===== config.mk =====
export PLATFORM = sky130hd
export DESIGN_NAME = prga_stream
export DESIGN_NICKNAME = d
export VERILOG_FILES = /design/src/rtl/prga_pkg.sv /design/src/rtl/prga_stream.sv
export SDC_FILE = /design/constraint.sdc
export NUM_CORES = 1
export LEC_CHECK = 0
export ABC_AREA = 1
export CAP_MARGIN = 20
export CORE_UTILIZATION = 40
export CTS_BUF_LIST = sky130_fd_sc_hd__clkbuf_8
export DETAILED_ROUTE_END_ITERATION = 7
export PLACE_DENSITY = 0.58
export SLEW_MARGIN = 20
export SYNTH_ARGS = -nofsm -noshare
export SYNTH_HDL_FRONTEND = slang
export SYNTH_SLANG_ARGS = --single-unit

===== constraint.sdc =====
create_clock -name clk -period 1.85 [get_ports clk]
set_input_delay 0.37 -clock clk [delete_from_list [all_inputs] [get_ports clk]]
set_output_delay 0.37 -clock clk [all_outputs]
set_load 0.005 [all_outputs]

===== src/rtl/prga_pkg.sv =====
// rtl/prga_pkg.sv - shared types and constants for the RC4 PRGA stream engine
package prga_pkg;

  localparam int S_W     = 8;
  localparam int S_DEPTH = 256;

  typedef enum logic [3:0] {
    ST_IDLE,
    ST_RD_LEN,
    ST_WR_LEN,
    ST_START,
    ST_RD_I,
    ST_GET_I,
    ST_RD_J,
    ST_GET_J,
    ST_WR_I,
    ST_WR_J,
    ST_RD_PAD,
    ST_FIN,
    ST_DONE
  } prga_state_t;

  // Largest message body that fits behind the header in the address space.
  function automatic int len_max(input int addr_w, input int len_bytes);
    return (1 << addr_w) - len_bytes;
  endfunction

endpackage


===== src/rtl/prga_stream.sv =====
// rtl/prga_stream.sv - RC4 PRGA with drop[N], wide addressing and multi-byte length header
module prga_stream
  import prga_pkg::*;
#(
  parameter int DROP_N    = 0,
  parameter int ADDR_W    = 8,
  parameter int LEN_BYTES = 1
) (
  input  logic              clk,
  input  logic              rst_n,
  input  logic              en,
  output logic              rdy,
  output logic [S_W-1:0]    s_addr,
  input  logic [S_W-1:0]    s_rddata,
  output logic [S_W-1:0]    s_wrdata,
  output logic              s_wren,
  output logic [ADDR_W-1:0] ct_addr,
  input  logic [7:0]        ct_rddata,
  output logic [ADDR_W-1:0] pt_addr,
  input  logic [7:0]        pt_rddata,
  output logic [7:0]        pt_wrdata,
  output logic              pt_wren
);

  localparam logic [ADDR_W-1:0] LB_A     = ADDR_W'(LEN_BYTES);
  localparam logic [ADDR_W-1:0] ONE_A    = ADDR_W'(1);
  localparam logic [16:0]       LMAX     = 17'(len_max(ADDR_W, LEN_BYTES));
  localparam logic [31:0]       DROP_U   = 32'(DROP_N);
  localparam logic              HDR_LAST = 1'(LEN_BYTES - 1);

  prga_state_t       state_q, state_d;
  logic              rdy_q, rdy_d;
  logic [S_W-1:0]    s_addr_q, s_addr_d;
  logic [S_W-1:0]    s_wrdata_q, s_wrdata_d;
  logic              s_wren_q, s_wren_d;
  logic [ADDR_W-1:0] ct_addr_q, ct_addr_d;
  logic [ADDR_W-1:0] pt_addr_q, pt_addr_d;
  logic [7:0]        pt_wrdata_q, pt_wrdata_d;
  logic              pt_wren_q, pt_wren_d;
  logic [S_W-1:0]    i_q, i_d, j_q, j_d, si_q, si_d, sj_q, sj_d;
  logic [7:0]        ct_byte_q, ct_byte_d;
  logic [15:0]       len_raw_q, len_raw_d;
  logic [ADDR_W-1:0] len_q, len_d, k_q, k_d;
  logic [31:0]       drop_cnt_q, drop_cnt_d;
  logic              hdr_idx_q, hdr_idx_d;
  logic              msg_q, msg_d, pend_q, pend_d;

  logic              have_drop, have_msg, start_iter;
  logic [15:0]       hdr_full;
  logic              unused_pt;

  assign unused_pt = ^pt_rddata;
  assign have_drop = (drop_cnt_q != DROP_U);
  assign have_msg  = (k_q != len_q);

  always_comb begin
    state_d     = state_q;
    rdy_d       = rdy_q;
    s_addr_d    = s_addr_q;
    s_wrdata_d  = s_wrdata_q;
    s_wren_d    = s_wren_q;
    ct_addr_d   = ct_addr_q;
    pt_addr_d   = pt_addr_q;
    pt_wrdata_d = pt_wrdata_q;
    pt_wren_d   = pt_wren_q;
    i_d         = i_q;
    j_d         = j_q;
    si_d        = si_q;
    sj_d        = sj_q;
    ct_byte_d   = ct_byte_q;
    len_raw_d   = len_raw_q;
    len_d       = len_q;
    k_d         = k_q;
    drop_cnt_d  = drop_cnt_q;
    hdr_idx_d   = hdr_idx_q;
    msg_d       = msg_q;
    pend_d      = pend_q;
    start_iter  = 1'b0;
    hdr_full    = hdr_idx_q ? {ct_rddata, len_raw_q[7:0]} : {8'h00, ct_rddata};

    case (state_q)
      ST_IDLE: begin
        if (en) begin
          state_d    = ST_RD_LEN;
          rdy_d      = 1'b0;
          i_d        = '0;
          j_d        = '0;
          k_d        = '0;
          drop_cnt_d = '0;
          hdr_idx_d  = 1'b0;
          ct_addr_d  = '0;
          len_raw_d  = '0;
          msg_d      = 1'b0;
          pend_d     = 1'b0;
        end
      end
      ST_RD_LEN: begin
        pt_wren_d = 1'b0;
        state_d   = ST_WR_LEN;
      end
      ST_WR_LEN: begin
        pt_addr_d   = ADDR_W'(hdr_idx_q);
        pt_wrdata_d = ct_rddata;
        pt_wren_d   = 1'b1;
        if (hdr_idx_q) len_raw_d[15:8] = ct_rddata;
        else           len_raw_d[7:0]  = ct_rddata;
        if (hdr_idx_q == HDR_LAST) begin
          len_d   = ({1'b0, hdr_full} > LMAX) ? LMAX[ADDR_W-1:0] : hdr_full[ADDR_W-1:0];
          state_d = ST_START;
        end else begin
          hdr_idx_d = 1'(hdr_idx_q + 1'b1);
          ct_addr_d = ADDR_W'(hdr_idx_q) + ONE_A;
          state_d   = ST_RD_LEN;
        end
      end
      ST_START: begin
        pt_wren_d = 1'b0;
        if (have_drop || have_msg) begin
          start_iter = 1'b1;
        end else begin
          rdy_d   = 1'b1;
          state_d = ST_IDLE;
        end
      end
      // The pad read of the previous iteration lands here, overlapped with the s[i] read.
      ST_RD_I: begin
        pt_wrdata_d = s_rddata ^ ct_byte_q;
        pt_wren_d   = pend_q;
        pend_d      = 1'b0;
        state_d     = ST_GET_I;
      end
      ST_GET_I: begin
        pt_wren_d = 1'b0;
        ct_byte_d = ct_rddata;
        si_d      = s_rddata;
        j_d       = j_q + s_rddata;
        s_addr_d  = j_q + s_rddata;
        state_d   = ST_RD_J;
      end
      ST_RD_J: begin
        state_d = ST_GET_J;
      end
      ST_GET_J: begin
        sj_d       = s_rddata;
        s_addr_d   = i_q;
        s_wrdata_d = s_rddata;
        s_wren_d   = 1'b1;
        state_d    = ST_WR_I;
      end
      ST_WR_I: begin
        s_addr_d   = j_q;
        s_wrdata_d = si_q;
        state_d    = ST_WR_J;
      end
      ST_WR_J: begin
        s_addr_d = si_q + sj_q;
        s_wren_d = 1'b0;
        state_d  = ST_RD_PAD;
      end
      ST_RD_PAD: begin
        pend_d    = msg_q;
        pt_addr_d = LB_A + k_q - ONE_A;
        if (have_drop || have_msg) start_iter = 1'b1;
        else                       state_d    = ST_FIN;
      end
      ST_FIN: begin
        pt_wrdata_d = s_rddata ^ ct_byte_q;
        pt_wren_d   = pend_q;
        pend_d      = 1'b0;
        state_d     = ST_DONE;
      end
      ST_DONE: begin
        pt_wren_d = 1'b0;
        rdy_d     = 1'b1;
        state_d   = ST_IDLE;
      end
      default: state_d = ST_IDLE;
    endcase

    // Drop iterations always run ahead of message iterations.
    if (start_iter) begin
      if (have_drop) begin
        drop_cnt_d = drop_cnt_q + 32'd1;
        msg_d      = 1'b0;
      end else begin
        k_d       = k_q + ONE_A;
        ct_addr_d = LB_A + k_q;
        msg_d     = 1'b1;
      end
      i_d      = i_q + 8'd1;
      s_addr_d = i_q + 8'd1;
      state_d  = ST_RD_I;
    end
  end

  always_ff @(posedge clk or negedge rst_n) begin
    if (!rst_n) begin
      state_q     <= ST_IDLE;
      rdy_q       <= 1'b1;
      s_addr_q    <= '0;
      s_wrdata_q  <= '0;
      s_wren_q    <= 1'b0;
      ct_addr_q   <= '0;
      pt_addr_q   <= '0;
      pt_wrdata_q <= '0;
      pt_wren_q   <= 1'b0;
      i_q         <= '0;
      j_q         <= '0;
      si_q        <= '0;
      sj_q        <= '0;
      ct_byte_q   <= '0;
      len_raw_q   <= '0;
      len_q       <= '0;
      k_q         <= '0;
      drop_cnt_q  <= '0;
      hdr_idx_q   <= 1'b0;
      msg_q       <= 1'b0;
      pend_q      <= 1'b0;
    end else begin
      state_q     <= state_d;
      rdy_q       <= rdy_d;
      s_addr_q    <= s_addr_d;
      s_wrdata_q  <= s_wrdata_d;
      s_wren_q    <= s_wren_d;
      ct_addr_q   <= ct_addr_d;
      pt_addr_q   <= pt_addr_d;
      pt_wrdata_q <= pt_wrdata_d;
      pt_wren_q   <= pt_wren_d;
      i_q         <= i_d;
      j_q         <= j_d;
      si_q        <= si_d;
      sj_q        <= sj_d;
      ct_byte_q   <= ct_byte_d;
      len_raw_q   <= len_raw_d;
      len_q       <= len_d;
      k_q         <= k_d;
      drop_cnt_q  <= drop_cnt_d;
      hdr_idx_q   <= hdr_idx_d;
      msg_q       <= msg_d;
      pend_q      <= pend_d;
    end
  end

  assign rdy       = rdy_q;
  assign s_addr    = s_addr_q;
  assign s_wrdata  = s_wrdata_q;
  assign s_wren    = s_wren_q;
  assign ct_addr   = ct_addr_q;
  assign pt_addr   = pt_addr_q;
  assign pt_wrdata = pt_wrdata_q;
  assign pt_wren   = pt_wren_q;

endmodule


### After elaboration in Yosys (flattened, before gate mapping)

Cells that the tools add are included.

| cells by class | value |
|---|---|
| eq/ne operators | 19 |
| bitwise logic cells | 2 |
| add/sub/neg operators | 8 |
| reductions and logical operators | 26 |
| muxes and demuxes | 46 |
| $lt $le $gt $ge | 1 |

Operators by type and width:

| kind | count |
|---|---|
| 32-bit 2-to-1 mux | 4 |
| 8-bit 2-to-1 mux | 15 |
| 8-bit one-hot mux with 2 select lines | 6 |
| 4-bit one-hot mux with 12 select lines | 1 |
| 32-bit by 1-bit adder with 32-bit output (second input constant) | 1 |
| 8-bit one-hot mux with 4 select lines | 1 |
| 32-bit nonzero test | 1 |
| 4-bit == test (second input constant) | 5 |
| 8-bit adder | 2 |
| 4-bit by 3-bit == test with 1-bit output (second input constant) | 4 |
| 16-bit by 8-bit greater-than comparator with 1-bit output (second input constant) | 1 |
| 16-bit 2-to-1 mux | 1 |
| 4-bit 2-to-1 mux | 4 |
| 2-bit nonzero test | 8 |
| 2-bit AND reduction | 5 |
| 3-bit inequality test (second input constant) | 3 |
| 1-bit one-hot mux with 3 select lines | 3 |
| 3-bit AND reduction | 3 |
| 3-bit nonzero test | 3 |
| 1-bit by 8-bit adder with 8-bit output (first input constant) | 1 |
| 8-bit by 1-bit adder with 8-bit output (second input constant) | 1 |
| 4-bit by 2-bit == test with 1-bit output (second input constant) | 2 |
| 1-bit 2-to-1 mux | 8 |
| 8-bit inequality test | 1 |
| other kinds (14) | 18 |

| storage, ports and cells | value |
|---|---|
| register bits | 146 |

### Longest topological paths before layout

| logic depth | value |
|---|---|
| depth after elaboration | 6 |
| mapped depth | 14 |
| gate-level depth less buffers | 13 |

### Least setup slack after synthesis

No wires, ideal clock.

| timing | value |
|---|---|
| kind | register to register |
| start | reg j_q[0] |
| end | reg s_addr_q[4], in the netlist s_addr[4] |
| path buffers | 0 |
| arrival time | 1603 ps |
| required time | 1785 ps |
| stages on the path, launching flop included | 11 |
| slack | 182 ps |
| setup time | 65 ps |
| path through | dfrtp_1 -> ha_1 -> fa_1 -> a21oi_1 -> xnor2_1 -> nand2_1 -> nand3_1 -> nand2_1 -> nand2_1 -> nand2_1 -> nand2_1 |

| between the ends | value |
|---|---|
| cells in the longest elaborated chain, start to end | 3 |

RTL lines:

| element | RTL line | RTL |
|---|---|---|
| from (decl) | prga_stream.sv:40 | `logic [S_W-1:0] i_q, i_d, j_q, j_d, si_q, si_d, sj_q, sj_d;` |
| from (signal assigned) | prga_stream.sv:230 | `j_q <= j_d;` |
| 8-bit adder | prga_stream.sv:137 | `s_addr_d = j_q + s_rddata;` |
| 8-bit one-hot mux with 4 select lines | prga_stream.sv:81 | `case (state_q)` |
| 8-bit 2-to-1 mux | prga_stream.sv:181 | `if (start_iter) begin` |
| to (signal assigned) | prga_stream.sv:222 | `s_addr_q <= s_addr_d;` |
| to (decl) | prga_stream.sv:33 | `logic [S_W-1:0] s_addr_q, s_addr_d;` |

No other way between the ends.
A chain may end at the register's enable or synchronous reset.

### Worst setup path after layout

| timing | value |
|---|---|
| start | reg drop_cnt_q[7] |
| end | reg s_addr_q[7], in the netlist s_addr[7] |

| between the ends | value |
|---|---|
| cells in the longest elaborated chain, start to end | 5 |
| elaborated cells between the ends (all ways) | 6 |

RTL lines:

| element | RTL line | RTL |
|---|---|---|
| from (decl) | prga_stream.sv:44 | `logic [31:0] drop_cnt_q, drop_cnt_d;` |
| from (signal assigned) | prga_stream.sv:237 | `drop_cnt_q <= drop_cnt_d;` |
| 32-bit nonzero test * | prga_stream.sv:53 | `assign have_drop = (drop_cnt_q != DROP_U);` |
| 1-bit logical OR * | prga_stream.sv:118, prga_stream.sv:163 |  |
| 1-bit 2-to-1 mux * | prga_stream.sv:118, prga_stream.sv:163 |  |
| 1-bit 2-to-1 mux * | n/a |  |
| 5-bit nonzero test (no line) or 8-bit 2-to-1 mux (tied branches) | n/a |  |

Every way passes the cells marked *; elsewhere a longest branch is shown, timed or not.

==> results.py <==
metrics = {
    "timing": {
        "setup_viol": 0,
        "fin_crit_ns": 1.76,
        "drv_slew": 0,
        "rsz0062_at_grt": "yes",
        "fmax_mhz": 567,
        "whs_ns": 0.367,
        "setup-tns-final_ns": 0,
        "hold_viol": 0,
        "fin_worst_skew_ns": 0.0170,
        "worst_slack_ns": 0.0855,
        "tightest_slew_ns": 0.557,
        "finalCritPeriodShare_pct": 95.4,
        "max-slew-margin-rel_pct": 62.7,
    },
    "power_and_ir_drop": {
        "swShare_pct": 44.2,
        "p_seq_share_pct": 30.5,
        "power.internal_w": 0.00972,
        "p_switching_w": 0.00770,
        "p_per_area_nw_per_um2": 1690,
        "power_frac_clock_pct": 14.1,
        "cellLeakagePower_nw": 5.10,
        "combPwrFrac_pct": 55.4,
        "fin_total_pwr_w": 0.0174,
        "ir_drop_mv": 0.834,
    },
    "global_route": {
        "grt_antenna_before_repair": 0,
        "met3_usage_pct": 3.13,
        "overflow": 0,
        "grt_max_degree": 39,
        "grtUsageMet1_pct": 31.3,
        "grt_pass1_wl_microns": 35400,
        "grt.busiest_layer": "met2",
        "met2_usage_pct": 35.7,
        "grt_use_total_pct": 22.4,
        "grt_pass1_vias": 7079,
    },
    "detailed_routing": {
        "antenna_left": 0,
        "wl_per_cell_microns": 14.4,
        "dr.pass1.iters": 5,
        "vias_per_cell": 4.94,
        "drt-initial-drc-count": 364,
        "wl_microns": 21500,
        "drc": 0,
        "vias": 7412,
    },
    "clock_tree": {
        "cts_buffers": 17,
        "cts_sinks": 137,
        "clk_pin_slew_ns": 0.09,
        "cts_buffer_depth": 2,
        "h-tree-depth": 4,
        "clockRootBuffer": "clkbuf_8",
        "clock_latency_ns": 0.47,
        "cts_tree": "yes",
    },
    "finish": {
        "area_growth_pct": 31.0,
        "antenna_cells": 0,
        "finish.utilization_pct": 54.2,
        "layout_common_cells": "362 x nand2_1, 127 x dfrtp_1, 97 x inv_1",
        "layout_commonest_cell": "nand2_1",
        "drive_gt1_share_pct": 20.2,
        "nets": 1275,
    },
    "yosys": {
        "ys_warn_count": 0,
        "yosysTopAreaCell": "dfrtp_1",
        "netlist_instances": 1060,
        "syn-num-nets": 1107,
        "yosysTopAreaCellShare_pct": 43.3,
        "synth_edf_count": 0,
        "avgSynthCellArea_sq_um": 7.42,
        "synth_ff_type": "dfrtp_1",
        "netlist_top_cells_area": "dfrtp_1 43%, nand2_1 18%, nand3_1 5.9%",
        "ys_seq_area_share_pct": 43.6,
        "synth-async-reset-ratio_pct": 100,
        "netlist_area_sq_um": 7870,
        "synth-seq-cells": 137,
        "ys_types": 49,
    },
    "setup_path": {
        "crit_path_end_kind": "flip-flop",
        "arrival_ns": 2.12,
        "cp_data_required_time_ns": 2.21,
        "critPathSlowestCell": "dfrtp_1",
        "cp_max_fo": 4,
        "critPathKind": "reg2reg",
        "worstPathCellList": "nor2_2 -> nand2_1 -> nor2_4 -> nand2_2 -> nor2_4 -> nand2_4 -> buf_6 -> nand3b_1 -> nand3_1 -> nand2_1 -> nand2_1",
        "cpMostUsedCell": "nand2_1",
        "slowest_delay_ns": 0.45,
        "crit_path_start_kind": "flip-flop",
    },
    "place": {
        "io_buffers": 61,
        "place_hpwl_microns": 15700,
        "pre_cts_ws_ns": -0.440,
        "gp_congestion": 0.884,
    },
    "die": {
        "die_h_microns": 142,
        "die_x_microns": 142,
        "dieArea_sq_um": 20200,
        "start_util_pct": 41.4,
        "core_sq_um": 19000,
        "io_pins": 70,
        "rows": 50,
    },
    "hold_path": {
        "hold_class": "in2async",
    },
    "flow_run": {
        "drv_cap": 0,
    },
    "status": {
        "outcome": "finished, final reports clean",
    },
}
cells by family after synthesis:
| family | count (synthesis) | synth area share, % |
|---|---|---|
| simple gates | 614 | 33.9 |
| buf+inv | 147 | 7.79 |
| flops | 137 | 43.6 |
| compound gates | 111 | 7.84 |
| xor+xnor | 31 | 3.45 |
| fa+ha+maj | 20 | 3.37 |
worst paths after layout:
| path | start | to | slack [ns] | cells after the start |
|---|---|---|---|---|
| setup / recovery | drop_cnt_q[7] | s_addr[7] | 0.09 | 11 |
| hold / removal | rst_n | k_q[5] | 0.37 | 2 |
| setup reg to reg | drop_cnt_q[7] | s_addr[7] | 0.09 | 11 |
| hold reg to reg | rdy | rdy | 0.46 | 2 |
| max in group asynchronous | rst_n | s_wren | 0.87 | 3 |
| min in group clk | rdy | rdy | 0.46 | 2 |
per-layer routing:
layer	part of all wire (%)	wire length [microns]	vias to the layer above
li1	-	-	3745
met2	45	9700	159
met5	0	0	-
met3	3.6	765	27
met4	1.7	368	0
met1	50	10700	3481
state kept, by name, indices dropped and copies added, names as in the netlist:
| signal | count |
|---|---|
| pt_wren | 1 |
| i_q | 8 |
| pend_q | 1 |
| ct_byte_q | 8 |
| ct_addr | 8 |
| msg_q | 1 |
| s_wren | 1 |
| drop_cnt_q | 32 |
| sj_q | 8 |
| pt_wrdata | 8 |
| pt_addr | 8 |
| len_q | 8 |
| s_addr | 8 |
| j_q | 8 |
| k_q | 8 |
| state_q | 4 |
| rdy | 1 |
| si_q | 8 |
| s_wrdata | 8 |
critical path, delay by kind of cell, from the launching register on:
kind          cells  cell delay [ns]
buf+inv           1             0.14
flops             1             0.45
simple gates     10             1.08
metrics by stage:
stage / area (sq um) / instances
2_1_floorplan: 7870 / 1060
3_3_place_gp: 9460 / 1456
3_5_place_dp: 9460 / 1456
4_1_cts: 9920 / 1490
5_1_grt: 10300 / 1500
6_report: 10300 / 1500
power by group through the flow:
stage	Sequential [W]	Combinational [W]	Clock, W
after floorplan	0.00511	0.00532	0
after global placement	0.00526	0.00860	0
after detailed placement	0.00526	0.00870	0
after CTS	0.00522	0.00895	0.00253
final	0.00531	0.00964	0.00246
after global routing	0.00548	0.0108	0.00264
final cells by class:
type / count / area (sq um)
Fill cell: 1880 / 8710
Multi-Input combinational cell: 778 / 4130
Sequential cell: 137 / 3440
Timing Repair Buffer: 169 / 1560
Inverter: 125 / 479
Tap cell: 260 / 325
Clock buffer: 18 / 248
Clock inverter: 13 / 134
cells in the mapped netlist (3+ instances only):
| library cell | instances |
|---|---|
| buf_2 | 7 |
| o22ai_1 | 9 |
| o211ai_1 | 3 |
| clkbuf_1 | 6 |
| nand3_1 | 93 |
| nand2_2 | 3 |
| nand2_1 | 371 |
| nand3b_1 | 4 |
| buf_4 | 4 |
| a21oi_1 | 23 |
| nor2_4 | 5 |
| o21ai_1 | 25 |
| inv_2 | 18 |
| nand4_1 | 17 |
| nor2_1 | 81 |
| dfrtp_1 | 136 |
| o21ai_0 | 38 |
| o31ai_1 | 4 |
| ha_1 | 18 |
| xnor2_1 | 6 |
| inv_1 | 106 |
| buf_6 | 5 |
| xor2_1 | 25 |
| nor3_1 | 21 |
| nor2_2 | 4 |
what timing repair did:
action / CTS / global route
endpoints found under the hold margin: 34 / 0
resized for setup: 9 / 87
gates cloned: 2 / 1
hold buffers: 1 / 0
pin swaps: 2 / 21
endpoints found under the setup margin: 38 / 65
buffers inserted: 0 / 9
Power figures use the tool's default switching activity.
